File: src/rtl/simon_sequencer.sv
// rtl/simon_sequencer.sv - memory-game round controller: request, store, play back and check symbols.
// Optional player idle timeout in INPUT is enabled by defining SEQ_TIMEOUT_EN.
module simon_sequencer #(
    parameter int MAX_LEN        = 16,
    parameter int RAND_LAT       = 2,
    parameter int ON_CYCLES      = 8,
    parameter int OFF_CYCLES     = 4,
    parameter int TIMEOUT_CYCLES = 64
) (
    input  logic                         clk,
    input  logic                         reset_n,
    input  logic                         start,
    output logic                         rand_req,
    input  logic [1:0]                   rand_val,
    input  logic                         btn_valid,
    input  logic [1:0]                   btn_code,
    output logic                         show_valid,
    output logic [1:0]                   show_code,
    output logic [$clog2(MAX_LEN+1)-1:0] round,
    output logic                         busy,
    output logic                         win,
    output logic                         fail
);
    function automatic int imax(input int a, input int b);
        return (a > b) ? a : b;
    endfunction

    localparam int RW   = $clog2(MAX_LEN + 1);
    localparam int IW   = (MAX_LEN > 1) ? $clog2(MAX_LEN) : 1;
    localparam int CMAX = imax(imax(RAND_LAT, ON_CYCLES), imax(OFF_CYCLES, TIMEOUT_CYCLES));
    localparam int CW   = $clog2(CMAX + 1);

    typedef enum logic [2:0] {
        S_IDLE, S_REQ, S_WAIT, S_PLAY_ON, S_PLAY_OFF, S_INPUT, S_WIN, S_FAIL
    } state_t;

    state_t          state;
    logic [RW-1:0]   len;
    logic [IW-1:0]   idx;
    logic [CW-1:0]   cnt;
    logic [1:0]      mem [MAX_LEN];

    logic [1:0]      sym;
    logic [IW-1:0]   idx_next;
    logic            last_idx;
    logic            wait_done;

    assign sym       = (rand_val == 2'd3) ? 2'd0 : rand_val;
    assign idx_next  = idx + IW'(1);
    assign last_idx  = (RW'(idx) == len - RW'(1));
    assign wait_done = (state == S_WAIT) && (cnt == CW'(RAND_LAT - 1));
    assign round     = len;

    // Symbol storage needs no reset; only written positions are ever read.
    always_ff @(posedge clk) begin
        if (wait_done) begin
            mem[len[IW-1:0]] <= sym;
        end
    end

    always_ff @(posedge clk or negedge reset_n) begin
        if (!reset_n) begin
            state      <= S_IDLE;
            len        <= '0;
            idx        <= '0;
            cnt        <= '0;
            rand_req   <= 1'b0;
            show_valid <= 1'b0;
            show_code  <= 2'd0;
            busy       <= 1'b0;
            win        <= 1'b0;
            fail       <= 1'b0;
        end else begin
            rand_req <= 1'b0;
            cnt      <= cnt + CW'(1);
            case (state)
                S_IDLE, S_WIN, S_FAIL: begin
                    if (start) begin
                        len      <= '0;
                        idx      <= '0;
                        win      <= 1'b0;
                        fail     <= 1'b0;
                        busy     <= 1'b1;
                        rand_req <= 1'b1;
                        cnt      <= '0;
                        state    <= S_REQ;
                    end
                end
                // Entered from IDLE the pulse is already up; entered from INPUT it is raised here.
                S_REQ: begin
                    cnt <= '0;
                    if (rand_req) begin
                        state <= S_WAIT;
                    end else begin
                        rand_req <= 1'b1;
                    end
                end
                S_WAIT: begin
                    if (cnt == CW'(RAND_LAT - 1)) begin
                        len        <= len + RW'(1);
                        idx        <= '0;
                        cnt        <= '0;
                        show_valid <= 1'b1;
                        show_code  <= (len == '0) ? sym : mem[0];
                        state      <= S_PLAY_ON;
                    end
                end
                S_PLAY_ON: begin
                    if (cnt == CW'(ON_CYCLES - 1)) begin
                        cnt        <= '0;
                        show_valid <= 1'b0;
                        show_code  <= 2'd0;
                        state      <= S_PLAY_OFF;
                    end
                end
                S_PLAY_OFF: begin
                    if (cnt == CW'(OFF_CYCLES - 1)) begin
                        cnt <= '0;
                        if (last_idx) begin
                            idx   <= '0;
                            state <= S_INPUT;
                        end else begin
                            idx        <= idx_next;
                            show_valid <= 1'b1;
                            show_code  <= mem[idx_next];
                            state      <= S_PLAY_ON;
                        end
                    end
                end
                S_INPUT: begin
                    if (btn_valid) begin
                        cnt <= '0;
                        if (btn_code != mem[idx]) begin
                            fail  <= 1'b1;
                            busy  <= 1'b0;
                            state <= S_FAIL;
                        end else if (!last_idx) begin
                            idx <= idx_next;
                        end else if (len == RW'(MAX_LEN)) begin
                            win   <= 1'b1;
                            busy  <= 1'b0;
                            state <= S_WIN;
                        end else begin
                            state <= S_REQ;
                        end
                    end
`ifdef SEQ_TIMEOUT_EN
                    else if (cnt == CW'(TIMEOUT_CYCLES - 1)) begin
                        fail  <= 1'b1;
                        busy  <= 1'b0;
                        state <= S_FAIL;
                    end
`else
`endif
                end
                default: begin
                    state <= S_IDLE;
                    busy  <= 1'b0;
                end
            endcase
        end
    end
endmodule
File: config.mk
export PLATFORM = sky130hd
export DESIGN_NAME = simon_sequencer
export DESIGN_NICKNAME = d
export VERILOG_FILES = /design/src/rtl/simon_sequencer.sv
export SDC_FILE = /design/constraint.sdc
export NUM_CORES = 1
export LEC_CHECK = 0
export CORE_MARGIN = 1
export CORE_UTILIZATION = 45
export CTS_CLUSTER_SIZE = 12
export DETAILED_ROUTE_END_ITERATION = 12
export RECOVER_POWER = 100
export SETUP_SLACK_MARGIN = 0.1
export SYNTH_ARGS = -nofsm -noshare
export SYNTH_HDL_FRONTEND = slang
export SYNTH_SLANG_ARGS = --single-unit
File: constraint.sdc
create_clock -name clk -period 2.9 [get_ports clk]
set_input_delay 0.58 -clock clk [delete_from_list [all_inputs] [get_ports clk]]
set_output_delay 0.58 -clock clk [all_outputs]
set_load 0.01 [all_outputs]
==> flow_summary.yaml <==
timing:
  hold_violations: 0
  report.final.setup_viol: 0
  worst_slew_margin_rel_pct: 2.08
  final_critical_period_ns: 2.67
  fmax_mhz: 375
  fin_tns_setup_ns: 0
  worst-slew-pin-transition_ns: 1.47
  timing.final.crit_share_pct: 92.0
  timing.clock.skew_ns: 0.00862
  slew_viol_final: 0
  rsz0062_at_grt: "no"
clock_tree:
  cts-root-buf: "clkbuf_8"
  cts_max_level: 3
  postCtsSetupRepairBufs: 0
  postCtsResizedCells: 0
  clk_transition_reported_paths_ns: 0.07
  tritoncts.num_buffers: 9
  cts.sink_count: 58
  cts_hold_buffers: 0
  worst_skew_pair.late_latency_ns: 0.35
  cts_tree: "yes"
  clk_path_buf_depth: 2
placement:
  place.detailed.instances: 424
  port_buffers: 19
  globalplace.congestion: 0.825
  hpwl_um: 5750
global_routing:
  initial_antenna_violation_count: 0
  grt_start_max_net_pins: 27
  number_of_global_route_vias_before_repair: 2387
  grt_first_pass_wirelength_um: 12800
  gr-usage-all-layers_pct: 22.1
  grt_remaining_overflow: 0
synthesis:
  ff_latch_count_synth: 58
  synth_top_cells_by_area: "edfxtp_1 (28%), dfrtp_1 (19%), mux4_2 (6.6%)"
  yosysTopAreaCellShare_pct: 27.9
  synth_nets: 326
  sequential_to_total_area_share_from_yosys_stat_pct: 46.9
  syn_inst: 310
  netlist_area_um2: 3440
  synth_enable_flop_cells: 32
  ys.flop_type: "edfxtp_1"
  synthDominantAreaCellType: "edfxtp_1"
  synth.top_cells.by_count: "nor2_1 (37), edfxtp_1 (32), dfrtp_1 (26)"
  ys_types: 56
  async_s_r_ff_share_synth_pct: 44.8
  synthesis.yosys.warnings: 0
  synthesis.area_per_instance_um2: 11.1
  synthMostInstantiatedCell: "nor2_1"
power:
  cellPowerDensity_nw_per_um2: 420
  sw_ratio_pct: 22.3
  ir_worst_vdd_v: 0.000197
  combPwrFrac_pct: 2.3
  power_switching_uw: 367
  p_int_mw: 1.28
  pwr-share-seq_pct: 53.1
  p_leak_nw: 1.47
  power.clock.fraction_pct: 44.6
final_layout:
  antennaDiodeCount: 0
  layout_stage_area_growth_over_the_synthesis_result_pct: 13.9
  layout-drive-gt1-share_pct: 12.3
  final_core_util_pct: 53.4
  fin_nets: 352
  post_layout_nonfiller_instances: 440
outcome:
  run_status: "complete, no violations"
die:
  std_cell_rows: 31
  core_region_area_um2: 7330
  ioPinCount: 20
  die_w_um: 89.4
  die-area_um2: 7990
  floorplan.die.height_um: 89.4
  initial_utilization_pct: 46.9
critical_path:
  critical_path.endpoint_type: "flop"
  crit_path_max_incr_delay_ns: 0.63
  critPathRequiredTime_ns: 2.92
  critical_path_peak_fanout: 5
  setup_crit_start_kind: "flop"
  worstPathCellList: "or4_1, nor3b_1, and4_1, nand2_1, nor3_1"
  critPathSlowestCell: "or4_1"
  critical_path_arrival_ns: 2.69
  path_class: "reg -> reg"
job:
  drv_cap: 0
route:
  dr_vias: 2486
  remaining_drc_errors: 0
  routed_via_density: 5.65
  final_antenna_net_count: 0
  drt-wirelength-per-cell_um: 17.7
  first_pass_iters: 4
  detail_route.iter0.violations: 173
  detail_route.wirelength_um: 7790
worst_hold_path:
  worst_hold_path_type: "reg -> reg"
power groups by stage:
stage                     clock network, mW  logic [mW]  registers [mW]
after floorplan                           0      0.0127           0.890
after global placement                    0      0.0415           0.889
after detailed placement                  0      0.0414           0.889
after CTS                             0.741      0.0416           0.872
after global routing                  0.773      0.0422           0.872
final                                 0.733      0.0378           0.872
stage by stage:
stage          area, µm²  setup WS [ns]  hold slack, ns  total power, mW
3_3_place_gp        3760          0.339           0.484            0.931
6_report            3920          0.232           0.504             1.64
3_5_place_dp        3760          0.295           0.484            0.930
4_1_cts             3950          0.299           0.500             1.65
2_1_floorplan       3440          0.433           0.284            0.902
5_1_grt             3920         0.0906           0.545             1.69
metal layers:
metal | vias up | global-route usage (%) | routed length (µm)
met5 | - | 0 | 0
met4 | 0 | 8.23 | 104
met3 | 10 | 4.89 | 462
met2 | 76 | 30.6 | 3240
met1 | 1188 | 33.7 | 3980
li1 | 1212 | - | -
cell families (layout without fill, tap and decap cells):
kind of cell / Yosys count / after routing / synth area share (%)
simple gates: 96 / 96 / 13.8
flops: 58 / 58 / 46.9
mux: 32 / 32 / 13.1
fa+ha+maj: 8 / 8 / 2.91
compound gates: 71 / 71 / 14.8
buf+inv: 30 / 61 / 4.66
xor+xnor: 15 / 15 / 3.82
path summary, 6_finish.rpt:
check	from	to	slack, ns	cells after the start
min in group asynchronous	reset_n	win	1.11	2
max in group asynchronous	reset_n	round[2]	0.93	2
setup reg to reg	cnt[3]	mem[3][0]	0.23	5
hold / removal	cnt[0]	cnt[0]	0.50	1
setup / recovery	cnt[3]	mem[3][0]	0.23	5
hold reg to reg	cnt[0]	cnt[0]	0.50	1
final cells by class:
| cell class | count | area, µm² |
|---|---|---|
| Fill cell | 646 | 3420 |
| Clock buffer | 10 | 128 |
| Multi-Input combinational cell | 222 | 1660 |
| Sequential cell | 58 | 1610 |
| Inverter | 11 | 41.3 |
| Tap cell | 99 | 124 |
| Timing Repair Buffer | 34 | 293 |
| Clock inverter | 6 | 58.8 |
placed cells by master, fill, tap and decap left out, types with 3 or more instances in the layout:
cell type / n
dfrtp_1: 26
o21ai_0: 11
xnor2_1: 4
and3_1: 6
a22o_1: 5
nand4_1: 3
a22oi_1: 6
inv_1: 10
a31oi_1: 4
nand2_1: 14
clkdlybuf4s50_1: 6
clkbuf_1: 7
ha_1: 8
edfxtp_1: 32
buf_4: 8
o211ai_1: 3
nand3_1: 8
xor2_1: 11
mux2_2: 3
nor2_1: 37
a21oi_1: 12
nor3_1: 8
nand2b_1: 4
dlygate4sd3_1: 13
clkbuf_8: 9
mux2i_1: 19
a21o_1: 7
nor2b_1: 4
mux4_2: 10
sequential cells by signal, indices dropped and copies added, names as in the netlist, 2 cells and up:
signal	cells
cnt	7
round	5
idx	4
state	3
mem	32
show_code	2
worst max-delay path: cells and delay by family, from the launching register on:
| family | cells | cell delay (ns) |
|---|---|---|
| DFF | 1 | 0.42 |
| and+or+nand+nor | 5 | 1.93 |
No activity file was read; power rests on OpenSTA's default activity.
